<file path="src/rtl/instruction_fetch_unit.sv">
// instruction_fetch_unit
//   Owns the program counter and the instruction register. During FETCH it
//   requests a word from program memory, stalls the phase sequencer for as
//   long as memory is not ready, then latches the word into IR and advances
//   PC. A taken branch reloads PC on the COMMIT edge.
//
//   Optional feature macro: FETCH_TIMEOUT_EN
//     Defined   -> a 4-bit wait counter aborts a fetch after TIMEOUT wait
//                  cycles. The abort injects a NOP, sets a sticky FETCH_FAULT
//                  flag and leaves PC unchanged.
//     Undefined -> no counter. WAIT lasts until memory answers, and
//                  FETCH_FAULT is tied low.
module instruction_fetch_unit #(
  parameter logic [15:0] RESET_VECTOR = 16'h0000,
  parameter logic [15:0] PC_STEP      = 16'd2,
  parameter logic [3:0]  TIMEOUT      = 4'd15
) (
  input  logic        CLK,
  input  logic        RESET,
  input  logic        FETCH,
  input  logic        DECODE,
  input  logic        EXECUTE,
  input  logic        COMMIT,
  input  logic [15:0] DATA_IN,
  input  logic        MEM_READY,
  input  logic        PC_LD,
  input  logic [15:0] PC_D,
  output logic [15:0] ADDR,
  output logic        RD_EN,
  output logic        STALL,
  output logic [15:0] INSTRUCTION,
  output logic        IR_VALID,
  output logic [15:0] PC,
  output logic        FETCH_FAULT
);

  typedef enum logic {
    IDLE = 1'b0,
    WAIT = 1'b1
  } state_t;

  state_t      state, state_next;
  logic [15:0] pc, pc_next;
  logic [15:0] ir, ir_next;
  logic        ir_valid, ir_valid_next;
  logic        latch;
  logic        timeout_hit;

  // DECODE and EXECUTE are part of the phase bus but need no action here.
  logic unused_phase;
  assign unused_phase = DECODE ^ EXECUTE;

`ifdef FETCH_TIMEOUT_EN
  logic [3:0] wait_cnt, wait_cnt_next;
  logic       fault, fault_next;

  // The abort cycle: still waiting, still fetching, and the limit is reached.
  assign timeout_hit = (state == WAIT) && FETCH && !MEM_READY && (wait_cnt == TIMEOUT);

  // Wait counter: 1 on entering WAIT, saturating count while in WAIT, 0 on leaving.
  always_comb begin
    wait_cnt_next = wait_cnt;
    fault_next    = fault | timeout_hit;
    if (state_next == IDLE) begin
      wait_cnt_next = 4'd0;
    end else if (state == IDLE) begin
      wait_cnt_next = 4'd1;
    end else if (wait_cnt != 4'hF) begin
      wait_cnt_next = wait_cnt + 4'd1;
    end
  end

  // Counter and sticky fault register; only RESET clears the fault.
  always_ff @(posedge CLK) begin
    if (RESET) begin
      wait_cnt <= 4'd0;
      fault    <= 1'b0;
    end else begin
      wait_cnt <= wait_cnt_next;
      fault    <= fault_next;
    end
  end

  assign FETCH_FAULT = fault;
`else
  logic [3:0] unused_timeout;
  assign unused_timeout = TIMEOUT;
  assign timeout_hit    = 1'b0;
  assign FETCH_FAULT    = 1'b0;
`endif

  // Next-state, IR/PC update and branch override for the fetch FSM.
  // NOTE: every variable gets a default at the top of the block; a path that
  // left one unassigned would infer a latch instead of combinational logic.
  always_comb begin
    state_next    = state;
    pc_next       = pc;
    ir_next       = ir;
    ir_valid_next = ir_valid;
    latch         = 1'b0;

    // The instruction has been consumed once it is committed.
    if (COMMIT) begin
      ir_valid_next = 1'b0;
    end

    case (state)
      IDLE: begin
        if (FETCH) begin
          if (MEM_READY) begin
            latch = 1'b1;
          end else begin
            state_next = WAIT;
          end
        end
      end
      WAIT: begin
        if (!FETCH) begin
          // The sequencer left FETCH mid-wait: abandon the access untouched.
          state_next = IDLE;
        end else if (MEM_READY) begin
          latch      = 1'b1;
          state_next = IDLE;
        end else if (timeout_hit) begin
          // Replace the lost word with a NOP so the decoders see something
          // harmless. PC stays put so software can retry the same address.
          ir_next       = 16'h0000;
          ir_valid_next = 1'b1;
          state_next    = IDLE;
        end
      end
      default: state_next = IDLE;
    endcase

    if (latch) begin
      ir_next       = DATA_IN;
      ir_valid_next = 1'b1;
      pc_next       = pc + PC_STEP;
    end

    // A taken branch takes precedence over the sequential increment.
    if (COMMIT && PC_LD) begin
      pc_next = PC_D;
    end
  end

  // State, PC and IR registers with synchronous reset.
  // NOTE: sequential state uses non-blocking assignments so every register
  // samples the pre-edge values regardless of statement order.
  always_ff @(posedge CLK) begin
    if (RESET) begin
      state    <= IDLE;
      pc       <= RESET_VECTOR;
      ir       <= 16'h0000;
      ir_valid <= 1'b0;
    end else begin
      state    <= state_next;
      pc       <= pc_next;
      ir       <= ir_next;
      ir_valid <= ir_valid_next;
    end
  end

  // RD_EN follows FETCH in both states. The abort cycle releases the sequencer.
  assign ADDR        = pc;
  assign PC          = pc;
  assign RD_EN       = FETCH;
  assign STALL       = FETCH & RD_EN & !MEM_READY & !timeout_hit;
  assign INSTRUCTION = ir;
  assign IR_VALID    = ir_valid;

endmodule

</file>
<file path="config.mk">
export PLATFORM = sky130hd
export DESIGN_NAME = instruction_fetch_unit
export DESIGN_NICKNAME = d
export VERILOG_FILES = /design/src/rtl/instruction_fetch_unit.sv
export SDC_FILE = /design/constraint.sdc
export NUM_CORES = 1
export LEC_CHECK = 0
export CAP_MARGIN = 0
export CORE_MARGIN = 2
export CORE_UTILIZATION = 34
export CTS_BUF_LIST = sky130_fd_sc_hd__clkbuf_4 sky130_fd_sc_hd__clkbuf_8 sky130_fd_sc_hd__clkbuf_16
export CTS_CLUSTER_DIAMETER = 50
export DETAILED_ROUTE_END_ITERATION = 16
export PLACE_DENSITY = 0.82
export SYNTH_ARGS = -nofsm -noshare
export SYNTH_HDL_FRONTEND = slang
export SYNTH_SLANG_ARGS = --single-unit
</file>
<file path="constraint.sdc">
create_clock -name CLK -period 1.5 [get_ports CLK]
set_clock_uncertainty 0.2 [all_clocks]
set_input_delay 0.3 -clock CLK [delete_from_list [all_inputs] [get_ports CLK]]
set_output_delay 0.3 -clock CLK [all_outputs]
set_load 0.1 [all_outputs]
</file>
; Word level (Yosys, flattened, before mapping)
; Cells that the tools add are included.
[totals]
wordCells = 15
in_bits = 40
regBits = 33
out_inout_bits = 52
[classes]
add_sub_neg = 1
mux = 6
bitwise = 1
reduce_logical = 4
[op_table]
columns = operator, count
row1 = two-way mux 16 bit, 2
row2 = "adder 16 x 2 -> 16 bit, second input constant", 1
row3 = two-way mux 1 bit, 4
row4 = nonzero test 2 bit, 2
row5 = AND 1 bit, 1
row6 = logical AND 1 bit, 1
row7 = zero test 1 bit, 1

; Logic depth before layout (Yosys ltp)
; Gate-level depths: netlist of the first run.
[logic_depth]
ltp_word = 4
mapped_depth = 5
depth_no_buf = 5

; Worst setup path before layout of the first run
; OpenSTA, ideal clock, no wires.
[synth_timing]
path_kind = reg-to-reg
start = register pc[1] (netlist: ADDR[1])
end = register pc[9] (netlist: ADDR[9])
arrival_time_ns = 2.050
setup_slack_ns = -0.836
n_path_buf = 0
synth_period_minus_slack_ns = 2.336
setup_time_ns = 0.086
required_time_ns = 1.214
stages_incl_launch_ff = 6
cell_sequence = dfxtp_1 ha_1 nand4_1 nor3_1 xnor2_1 a211oi_1
[synth_between]
elab_chain_cells = 3
[synth_lines]
columns = item, line
row1 = "start, declared", 43  ; logic [15:0] pc, pc_next;
row2 = "start signal, assigned", 158  ; pc <= pc_next;
row3 = adder 16 x 2 -> 16 bit, 138  ; pc_next = pc + PC_STEP;
row4 = two-way mux 16 bit, 135  ; if (latch) begin
row5 = two-way mux 16 bit, 142  ; if (COMMIT && PC_LD) begin
; Every way passes these cells. The select of a mux whose other input is x is not followed.
; A chain may end at the register's enable or synchronous reset.

; Final worst setup path of the first run
[layout_timing]
start = register pc[3] (netlist: ADDR[3])
end = register pc[9] (netlist: ADDR[9])
; The elaborated chain is that of the path after synthesis.

==> implementation parameters, run 1 <==
Parameter                              Value

Timing
  Final critical-path share of the clock period    1.16
  RSZ-0062 raised after global routing    yes
  Max Fclk    572 MHz
  Final worst path period need    1.75 ns
  Setup violation total in the final timing report    13
  Max-slew violation count    0
  Count of endpoints failing hold in the final timing report    0
  Worst hold-check slack    between 0.2 and 0.3 ns
  Setup slack of the critical path after layout    -0.247 ns
  Setup TNS Final    -1.40 ns

Worst setup path
  Depth of the worst register-to-register path    5
  Reg-to-reg slack, setup    -0.25 ns
  Startpoint type of the worst setup path    flop
  Crit Reg-Reg Endpoint    ADDR[9]
  Data required time of the critical path    1.50 ns
  Critical path endpoint category    flop
  Arrival time at the worst endpoint    1.75 ns
  Crit Reg-Reg Startpoint    ADDR[3]
  Max Fanout on Critical Path    4
  Setup CP Type    flop to flop

Yosys
  Commonest register cell after synthesis    sky130_fd_sc_hd__dfxtp_1
  Warnings, synthesis    0
  Mapped Nets    239
  Proportion of synthesized flip-flops having asynchronous set or reset    0
  Summed instance area of the synthesized netlist    1570 um2
  Most repeated cell in the gate-level netlist after synthesis    sky130_fd_sc_hd__nand2_1
  Part of the Yosys area used for sequential elements    0.420
  Count of unique library cells instantiated by Yosys    28
  Post-Syn Instances    198
  Largest area contributor in the synthesized netlist    sky130_fd_sc_hd__dfxtp_1
  Per-instance average area after synthesis    7.94 um2
  Most frequent cells after synthesis    sky130_fd_sc_hd__nand2_1 (42), sky130_fd_sc_hd__dfxtp_1 (33), sky130_fd_sc_hd__a21oi_1 (20)
  EDFF count, synth    0
  Post-synth top area share    0.420
  Largest cells by area after synthesis    sky130_fd_sc_hd__dfxtp_1 (42%), sky130_fd_sc_hd__nand2_1 (10%), sky130_fd_sc_hd__buf_4 (8.6%)
  Flop and latch count out of synthesis    33

Run
  Max-capacitance violation count    0

Floorplanning
  Effective utilization at floorplan    0.356
  Top-level I/O count    92
  Std-Cell Core Area    roughly 4400 um2
  Die area    5190 um2
  Number of placement rows    24
  Floorplan die height    approximately 72 um
  Horiz. Die Dim    72.0 um

Routing
  Routed via count divided by cell count    5.31
  Remaining antenna violation count    0
  Via total after detailed routing    1,900
  Final routed DRC violation total    0
  Post-detailed-route wirelength per cell    17.9 um
  Detailed Routing Iterations Pass 1    4
  Routed WL    6400 um
  First DRT Iteration DRCs    201

Clock tree
  Clock sink total    33
  CTS root buffer    sky130_fd_sc_hd__clkbuf_8
  Clock-pin slew of the registers on the worst-case setup and hold paths    0.08 ns
  CTS buffer count    5
  Clock insertion delay at the later pin of the skew report    0.29 ns
  CTS tree    built
  Max clock buf depth    2
  Deepest level of the CTS H-tree    2

Power
  Leakage power summed over all cells    1.43 nW
  Total power density per cell area    874 nW/um2
  Int Pwr    between 0.0015 and 0.002 W
  Combinational share of power    0.435
  Switching power of the nets    between 0.001 and 0.0015 W
  Clock group share of total power    0.250
  Max rail drop VDD    610 uV
  Switching fraction of total power    0.396
  Portion of total power attributed to sequential cells    0.315

Worst hold path
  Launch instance of the worst min-delay path    FETCH
  Min-Delay Path Depth    4
  Hold worst-path end    ADDR[5]
  Path class of the lowest-slack min-delay path    input port to flop

Final layout
  Count of fill cells added during filler insertion    253
  Final cell area excluding filler cells    between 3000 and 4000 um2
  Count of inserted antenna diode cells    0
  Share of cells above drive strength 1    0.464
  Non-filler instance count after layout    358
  Fin nets    346
  Core Util, Final    0.815
  Combined area of the multi-input logic cells    920 um2
  Register Area    721 um2
  Signed area change from the synthesized netlist to the final layout    129%

Place
  Final RePlAce weighted congestion    0.862
  Final HPWL from detailed placement    between 3000 and 4000 um
  Buffers on Ports    88
  Post-placement cell count    around 340
  Post-detailed-placement cell area    3240 um2

Run status
  Status    complete, but fails checks
  Violations in the final reports    setup timing

Global route
  Antenna violations before repair    0
  Global-route wire length before repair    approximately 9200 um
  Largest net degree at the start of global routing    30
  Total global routing overflow    0
  Total global-route track usage    0.233
  Via count of the first global-routing pass    1,934
-- through the flow --
stage | worst slack, ns | power (W)
3_5_place_dp | -0.614 | 0.00231
4_1_cts | -0.0919 | 0.00310
2_1_floorplan | -0.187 | 0.00176
6_report | -0.247 | 0.00315
3_3_place_gp | -0.569 | 0.00229
5_1_grt | -0.253 | 0.00326
-- worst max path at each step --
stage | depth (start not counted) | startpoint | endpoint | slack, ns
2_1_floorplan | 4 | ADDR[9] | ADDR[13] | -0.19
4_1_cts | 5 | ADDR[2] | ADDR[9] | -0.09
5_1_grt | 6 | ADDR[2] | ADDR[14] | -0.25
6_report | 5 | ADDR[3] | ADDR[9] | -0.25
3_3_place_gp | 5 | MEM_READY | ADDR[12] | -0.57
3_5_place_dp | 5 | MEM_READY | ADDR[9] | -0.61
-- power by group through the flow --
stage               clock, W  sequential (W)  combinational, W
finish              0.000788        0.000991           0.00137
CTS                 0.000796        0.000986           0.00132
global route        0.000856        0.000995           0.00141
global placement           0         0.00101           0.00128
floorplan                  0         0.00135          0.000405
detailed placement         0         0.00101           0.00130
-- layout make-up --
| cell class | count | share of cell area |
|---|---|---|
| clock buffer | 7 | 0.0282 |
| clock inverter | 1 | 0.00139 |
| inverter | 3 | 0.00313 |
| multi-input combinational | 134 | 0.255 |
| sequential | 33 | 0.200 |
| tap | 52 | 0.0181 |
| timing repair buffer | 128 | 0.494 |
-- routing by layer --
metal,GRT usage,routed length (um),vias to the layer above
met5,0,0,-
met4,0.111,310,0
met3,0.0986,613,33
met2,0.424,3370,129
met1,0.226,2110,868
li1,-,-,870
-- kinds of logic (layout without fill, tap and decap cells) --
family / Yosys count / count (layout) / share of synthesized area
buf+inv: 31 / 139 / 0.118
simple gates: 85 / 85 / 0.250
fa+ha+maj: 1 / 1 / 0.00795
flops: 33 / 33 / 0.420
other cells: 1 / 1 / 0.00238
compound gates: 35 / 35 / 0.135
xor+xnor: 12 / 12 / 0.0668
-- flip-flops by register name (all words and copies together), names as in the netlist --
signal,count
ADDR,16
INSTRUCTION,16
IR_VALID,1
-- layout by cell type, fill, tap and decap left out, drive strengths merged, types with 3 or more instances in the layout --
| cell type | instances |
|---|---|
| a21oi | 20 |
| nor4 | 4 |
| nand4 | 6 |
| nor2 | 16 |
| nand2 | 42 |
| nand3 | 4 |
| clkdlybuf4s50 | 35 |
| xnor2 | 10 |
| nor3 | 5 |
| dfxtp | 33 |
| a211oi | 12 |
| clkbuf | 8 |
| buf | 92 |
| inv | 3 |
-- worst max-delay path: stages, from the launching register on --
cell and delay, ns:
sky130_fd_sc_hd__dfxtp_4 0.39, sky130_fd_sc_hd__nand4_1 0.25, sky130_fd_sc_hd__buf_4 0.24, sky130_fd_sc_hd__nor3_4 0.25, sky130_fd_sc_hd__xnor2_2 0.10, sky130_fd_sc_hd__a211oi_2 0.24
-- what timing repair did --
| item | 4_1_cts | 5_1_grt |
|---|---|---|
| pin swaps | 7 | 16 |
| cloned | 0 | 0 |
| gates resized for setup | 13 | 28 |
| buffers inserted | 5 | 11 |
| hold buffers | 0 | 0 |
| setup endpoints to repair | 41 | 34 |
Note: power is estimated with default switching activity, not from simulation.
==> inputs of run 2 (changes only) <==
Settings changed: CAP_MARGIN 0 to 30, SKIP_CTS_REPAIR_TIMING set to 1.
==> run 2 against run 1 <==
The run still ends with setup timing left. Worst setup slack improved by 0.094 ns. Die area stayed put. Sequential share of layout area rose by 0.40 points. Largest cell class unchanged.
==> implementation parameters, run 2 (synthesis gave the netlist of run 1 again) <==
Parameter                              Value

Final layout
  Share of cells above drive strength 1    0.439
  Count of inserted antenna diode cells    0
  Register Area    721 um2
  Signed area change from the synthesized netlist to the final layout    124%
  Final cell area excluding filler cells    about 3500 um2
  Count of fill cells added during filler insertion    267
  Most frequent cells in the layout    sky130_fd_sc_hd__buf_12 (55), sky130_fd_sc_hd__nand2_1 (41), sky130_fd_sc_hd__clkdlybuf4s50_1 (35), sky130_fd_sc_hd__buf_4 (23), sky130_fd_sc_hd__a21oi_1 (20)
  Non-filler instance count after layout    353
  Combined area of the multi-input logic cells    895 um2
  Most common cell after layout, fill and taps aside    sky130_fd_sc_hd__buf_12
  Fin nets    341

Floorplanning
  Number of placement rows    24
  Horiz. Die Dim    72.0 um
  Std-Cell Core Area    4410 um2
  Top-level I/O count    92
  Effective utilization at floorplan    0.356
  Die area    between 5000 and 6000 um2
  Floorplan die height    72.0 um

Global route
  Total global-route track usage    0.209
  Antenna violations before repair    0
  Total global routing overflow    0
  Via count of the first global-routing pass    around 1,800
  Largest net degree at the start of global routing    30
  Met1 usage in global routing    0.207
  Global-route met3 utilization    0.0861
  Global-route wire length before repair    8450 um
  Grt peak-use layer    met2
  Routing usage on met2    0.401

Place
  Buffers on Ports    88
  Final RePlAce weighted congestion    0.862
  Placement-stage worst setup slack    -0.614 ns
  Post-placement cell count    336
  Final HPWL from detailed placement    between 3000 and 4000 um
  Post-detailed-placement cell area    3240 um2

Timing
  Max Fclk    a little over 600 MHz
  Max-slew violation count    0
  Count of endpoints failing hold in the final timing report    0
  Final worst path period need    1.65 ns
  RSZ-0062 raised after global routing    yes
  Final critical-path share of the clock period    1.10
  Setup violation total in the final timing report    14
  Worst hold-check slack    0.292 ns
  Setup slack of the critical path after layout    -0.153 ns

Worst setup path
  Crit path to    ADDR[11]
  Critical Path Slowest Stage Cell    sky130_fd_sc_hd__dfxtp_4
  Data required time of the critical path    1.51 ns
  Setup CP Type    flop to flop
  Reg-to-reg slack, setup    -0.15 ns
  Arrival time at the worst endpoint    around 1.7 ns
  Depth of the worst register-to-register path    6
  Crit Reg-Reg Startpoint    ADDR[2]
  Crit. Startpoint    ADDR[2]
  Startpoint type of the worst setup path    flop
  Crit-path max cell delay    approximately 0.38 ns
  Series of cell instances along the critical path    ha_4, nand4_1, buf_4, nor3_2, xnor2_1, a211oi_2
  Max Fanout on Critical Path    3
  Crit Reg-Reg Endpoint    ADDR[11]
  Critical path endpoint category    flop

Clock tree
  Clock-pin slew of the registers on the worst-case setup and hold paths    around 0.070 ns
  CTS root buffer    sky130_fd_sc_hd__clkbuf_8
  CTS tree    built
  Clock insertion delay at the later pin of the skew report    around 0.29 ns
  CTS buffer count    5
  Max clock buf depth    2
  Deepest level of the CTS H-tree    2
  Clock sink total    33

Routing
  Routed WL    5990 um
  Final routed DRC violation total    0
  First DRT Iteration DRCs    197
  Detailed Routing Iterations Pass 1    5
  Routed via count divided by cell count    5.17
  Remaining antenna violation count    0
  Post-detailed-route wirelength per cell    17.0 um
  Via total after detailed routing    1,824

Run status
  Status    complete, but fails checks
  Violations in the final reports    setup timing

Worst hold path
  Min-Delay Path Depth    2
  Path class of the lowest-slack min-delay path    flop to flop

Power
  Total power density per cell area    a little under 900 nW/um2
  Leakage power summed over all cells    1.41 nW
  Max rail drop VDD    653 uV

Run
  Max-capacitance violation count    0
[run 2: cell types whose count changed in the layout (fill, tap and decap cells not counted), sizes merged]
| cell | change |
|---|---|
| buf | -6 |
| dlymetal6s2s | +1 |
[run 2: cell type report]
type                            instances  share of cell area
Tap cell                               52              0.0184
Multi-Input combinational cell        134               0.253
Clock inverter                          1             0.00142
Timing Repair Buffer                  123               0.491
Sequential cell                        33               0.204
Inverter                                3             0.00319
Clock buffer                            7              0.0287
[run 2: where the power goes]
group          switching, W  leakage [nW]  internal [W]
Clock              0.000353        0.0568      0.000444
Sequential        0.0000735         0.282      0.000920
Combinational      0.000820          1.07      0.000526
[run 2: how the worst min path moves through the flow]
stage	to	slack, ns	startpoint
finish	INSTRUCTION[8]	0.29	INSTRUCTION[8]
CTS	INSTRUCTION[8]	0.30	INSTRUCTION[8]
global placement	INSTRUCTION[15]	0.28	INSTRUCTION[15]
floorplan	ADDR[0]	0.23	PC_D[0]
detailed placement	INSTRUCTION[8]	0.29	INSTRUCTION[8]
global route	INSTRUCTION[1]	0.31	INSTRUCTION[1]
[run 2: layer usage]
metal	routed length, um	vias to the layer above
li1	-	857
met1	2100	867
met2	3280	84
met3	444	16
met4	160	0
met5	0	-
[run 2: critical path: cells and delay by family (launching register included)]
kind	cells	cell delay, ns
fa+ha+maj	1	0.14
compound gates	1	0.22
simple gates	2	0.29
buf+inv	1	0.22
xor+xnor	1	0.12
flops	1	0.38
[run 2: metrics by stage]
| stage | util | setup TNS [ns] | power [W] |
|---|---|---|---|
| after global placement | 0.733 | -13.84 | 0.00229 |
| after detailed placement | 0.733 | -15.56 | 0.00231 |
| after global routing | 0.800 | -1.61 | 0.00323 |
| after floorplan | - | -1.27 | 0.00176 |
| final | 0.800 | -0.923 | 0.00314 |
| after CTS | 0.757 | -6.03 | 0.00309 |
==> inputs of run 3 (changes only) <==
Settings changed: GPL_TIMING_DRIVEN set to 0.
==> run 3 against run 2 <==
The flow still finishes with violations (setup timing). Combinational power down 15%. Worst hold slack worse by 0.11 ns. Non-clock buffer count grew 2. Largest power group unchanged. Maximum frequency fell by 5.0%. Wire length down 18%. First-iteration DRC count shrank 50%. Global-route usage down 3.2 points. Critical path depth shrank 1. Die area did not move.
==> implementation parameters, run 3 (synthesis gave the netlist of run 1 again) <==
Parameter                              Value

Floorplanning
  Number of placement rows    24
  Top-level I/O count    between 90 and 100
  Std-Cell Core Area    4410 um2
  Effective utilization at floorplan    0.356
  Floorplan die height    72.0 um
  Horiz. Die Dim    72.0 um
  Die area    between 5000 and 6000 um2

Place
  Buffers on Ports    87
  Post-placement cell count    337
  Final RePlAce weighted congestion    0.853
  Placement-stage worst setup slack    -1.28 ns
  Final HPWL from detailed placement    3370 um
  Post-detailed-placement cell area    2640 um2

Worst setup path
  Critical path endpoint category    flop
  Startpoint type of the worst setup path    flop
  Series of cell instances along the critical path    ha_4, nand4_1, nor3_1, xnor2_1, a211oi_1
  Depth of the worst register-to-register path    5
  Critical Path Slowest Stage Cell    sky130_fd_sc_hd__dfxtp_4
  Data required time of the critical path    1.48 ns
  Arrival time at the worst endpoint    between 1.5 and 2 ns
  Crit-path max cell delay    0.40 ns
  Max Fanout on Critical Path    6
  Setup CP Type    flop to flop

Power
  Total power draw    approximately 0.0029 W
  Leakage power summed over all cells    1.23 nW
  Max rail drop VDD    627 uV
  Total power density per cell area    965 nW/um2

Final layout
  Final cell area excluding filler cells    2970 um2
  Signed area change from the synthesized netlist to the final layout    89.1%
  Count of inserted antenna diode cells    0
  Combined area of the multi-input logic cells    ~860 um2
  Most frequent cells in the layout    sky130_fd_sc_hd__nand2_1 (41), sky130_fd_sc_hd__clkdlybuf4s50_1 (33), sky130_fd_sc_hd__buf_4 (29), sky130_fd_sc_hd__a21oi_1 (20), sky130_fd_sc_hd__clkbuf_4 (19)
  Non-filler instance count after layout    355
  Register Area    721 um2
  Fin nets    343
  Most common cell after layout, fill and taps aside    sky130_fd_sc_hd__nand2_1
  Share of cells above drive strength 1    0.422
  Count of fill cells added during filler insertion    366

Timing
  Slew margin rel.    0.662
  RSZ-0062 raised after global routing    yes
  Max-slew violation count    0
  Max Fclk    between 500 and 600 MHz
  Worst hold-check slack    0.182 ns
  Final critical-path share of the clock period    1.16
  Final worst path period need    1.74 ns
  Count of endpoints failing hold in the final timing report    0
  Setup slack of the critical path after layout    -0.240 ns
  Least-Margin Pin Slew    0.508 ns
  Setup violation total in the final timing report    11

Run
  Max-capacitance violation count    0

Clock tree
  Clock-pin slew of the registers on the worst-case setup and hold paths    about 0.07 ns
  Deepest level of the CTS H-tree    2
  CTS root buffer    sky130_fd_sc_hd__clkbuf_8
  Clock sink total    33
  Clock insertion delay at the later pin of the skew report    about 0.28 ns
  CTS buffer count    5
  CTS tree    built
  Max clock buf depth    2

Run status
  Violations in the final reports    setup timing
  Status    complete, but fails checks

Worst hold path
  Path class of the lowest-slack min-delay path    input port to flop
  Min-Delay Path Depth    3

Routing
  Detailed Routing Iterations Pass 1    4
  Post-detailed-route wirelength per cell    13.9 um
  Final routed DRC violation total    0
  First DRT Iteration DRCs    99
  Routed via count divided by cell count    4.97
  Routed WL    4920 um
  Remaining antenna violation count    0
  Via total after detailed routing    1,763

Global route
  Antenna violations before repair    0
  Largest net degree at the start of global routing    11
  Total global routing overflow    0
  Via count of the first global-routing pass    1,639
  Total global-route track usage    0.178
  Global-route wire length before repair    about 7200 um
-- run 3: worst max-delay path: cells and delay by family, from the launching register on --
kind | cells | cell delay [ns]
simple gates | 2 | 0.53
flops | 1 | 0.40
compound gates | 1 | 0.26
fa+ha+maj | 1 | 0.15
xor+xnor | 1 | 0.10
-- run 3: cell type report --
class,count,share of cell area
clock inverters,1,0.00168
repair buffers,97,0.340
clock buffers,7,0.0324
plain buffers,28,0.0686
well taps,52,0.0219
inverters,3,0.00379
multi-input cells,134,0.289
flip-flops and latches,33,0.242
-- run 3: final timing paths --
check | start | end | slack [ns]
max | ADDR[2] | ADDR[9] | -0.24
min reg2reg | INSTRUCTION[3] | INSTRUCTION[3] | 0.26
min | COMMIT | IR_VALID | 0.18
max reg2reg | ADDR[2] | ADDR[9] | -0.24
-- run 3: metal layers --
| layer | vias up | share of wire | GRT usage |
|---|---|---|---|
| met2 | 74 | 0.53 | 0.315 |
| met4 | 0 | 0.0055 | 0.0713 |
| li1 | 867 | - | - |
| met3 | 2 | 0.090 | 0.0764 |
| met5 | - | 0 | 0 |
| met1 | 820 | 0.38 | 0.185 |
-- run 3: report_power, final --
| part | switching [W] | total [W] | internal, W | leakage, nW |
|---|---|---|---|---|
| clock | 0.000321 | 0.000736 | 0.000415 | 0.0542 |
| sequential | 0.0000660 | 0.000986 | 0.000920 | 0.282 |
| combinational | 0.000777 | 0.00115 | 0.000372 | 0.890 |
-- run 3: metrics by stage --
step | util | TNS, ns
finish | 0.674 | -1.16
global route | 0.674 | -1.97
CTS | 0.622 | -52.27
detailed placement | 0.599 | -46.78
global placement | 0.599 | -45.05
floorplan | - | -1.27
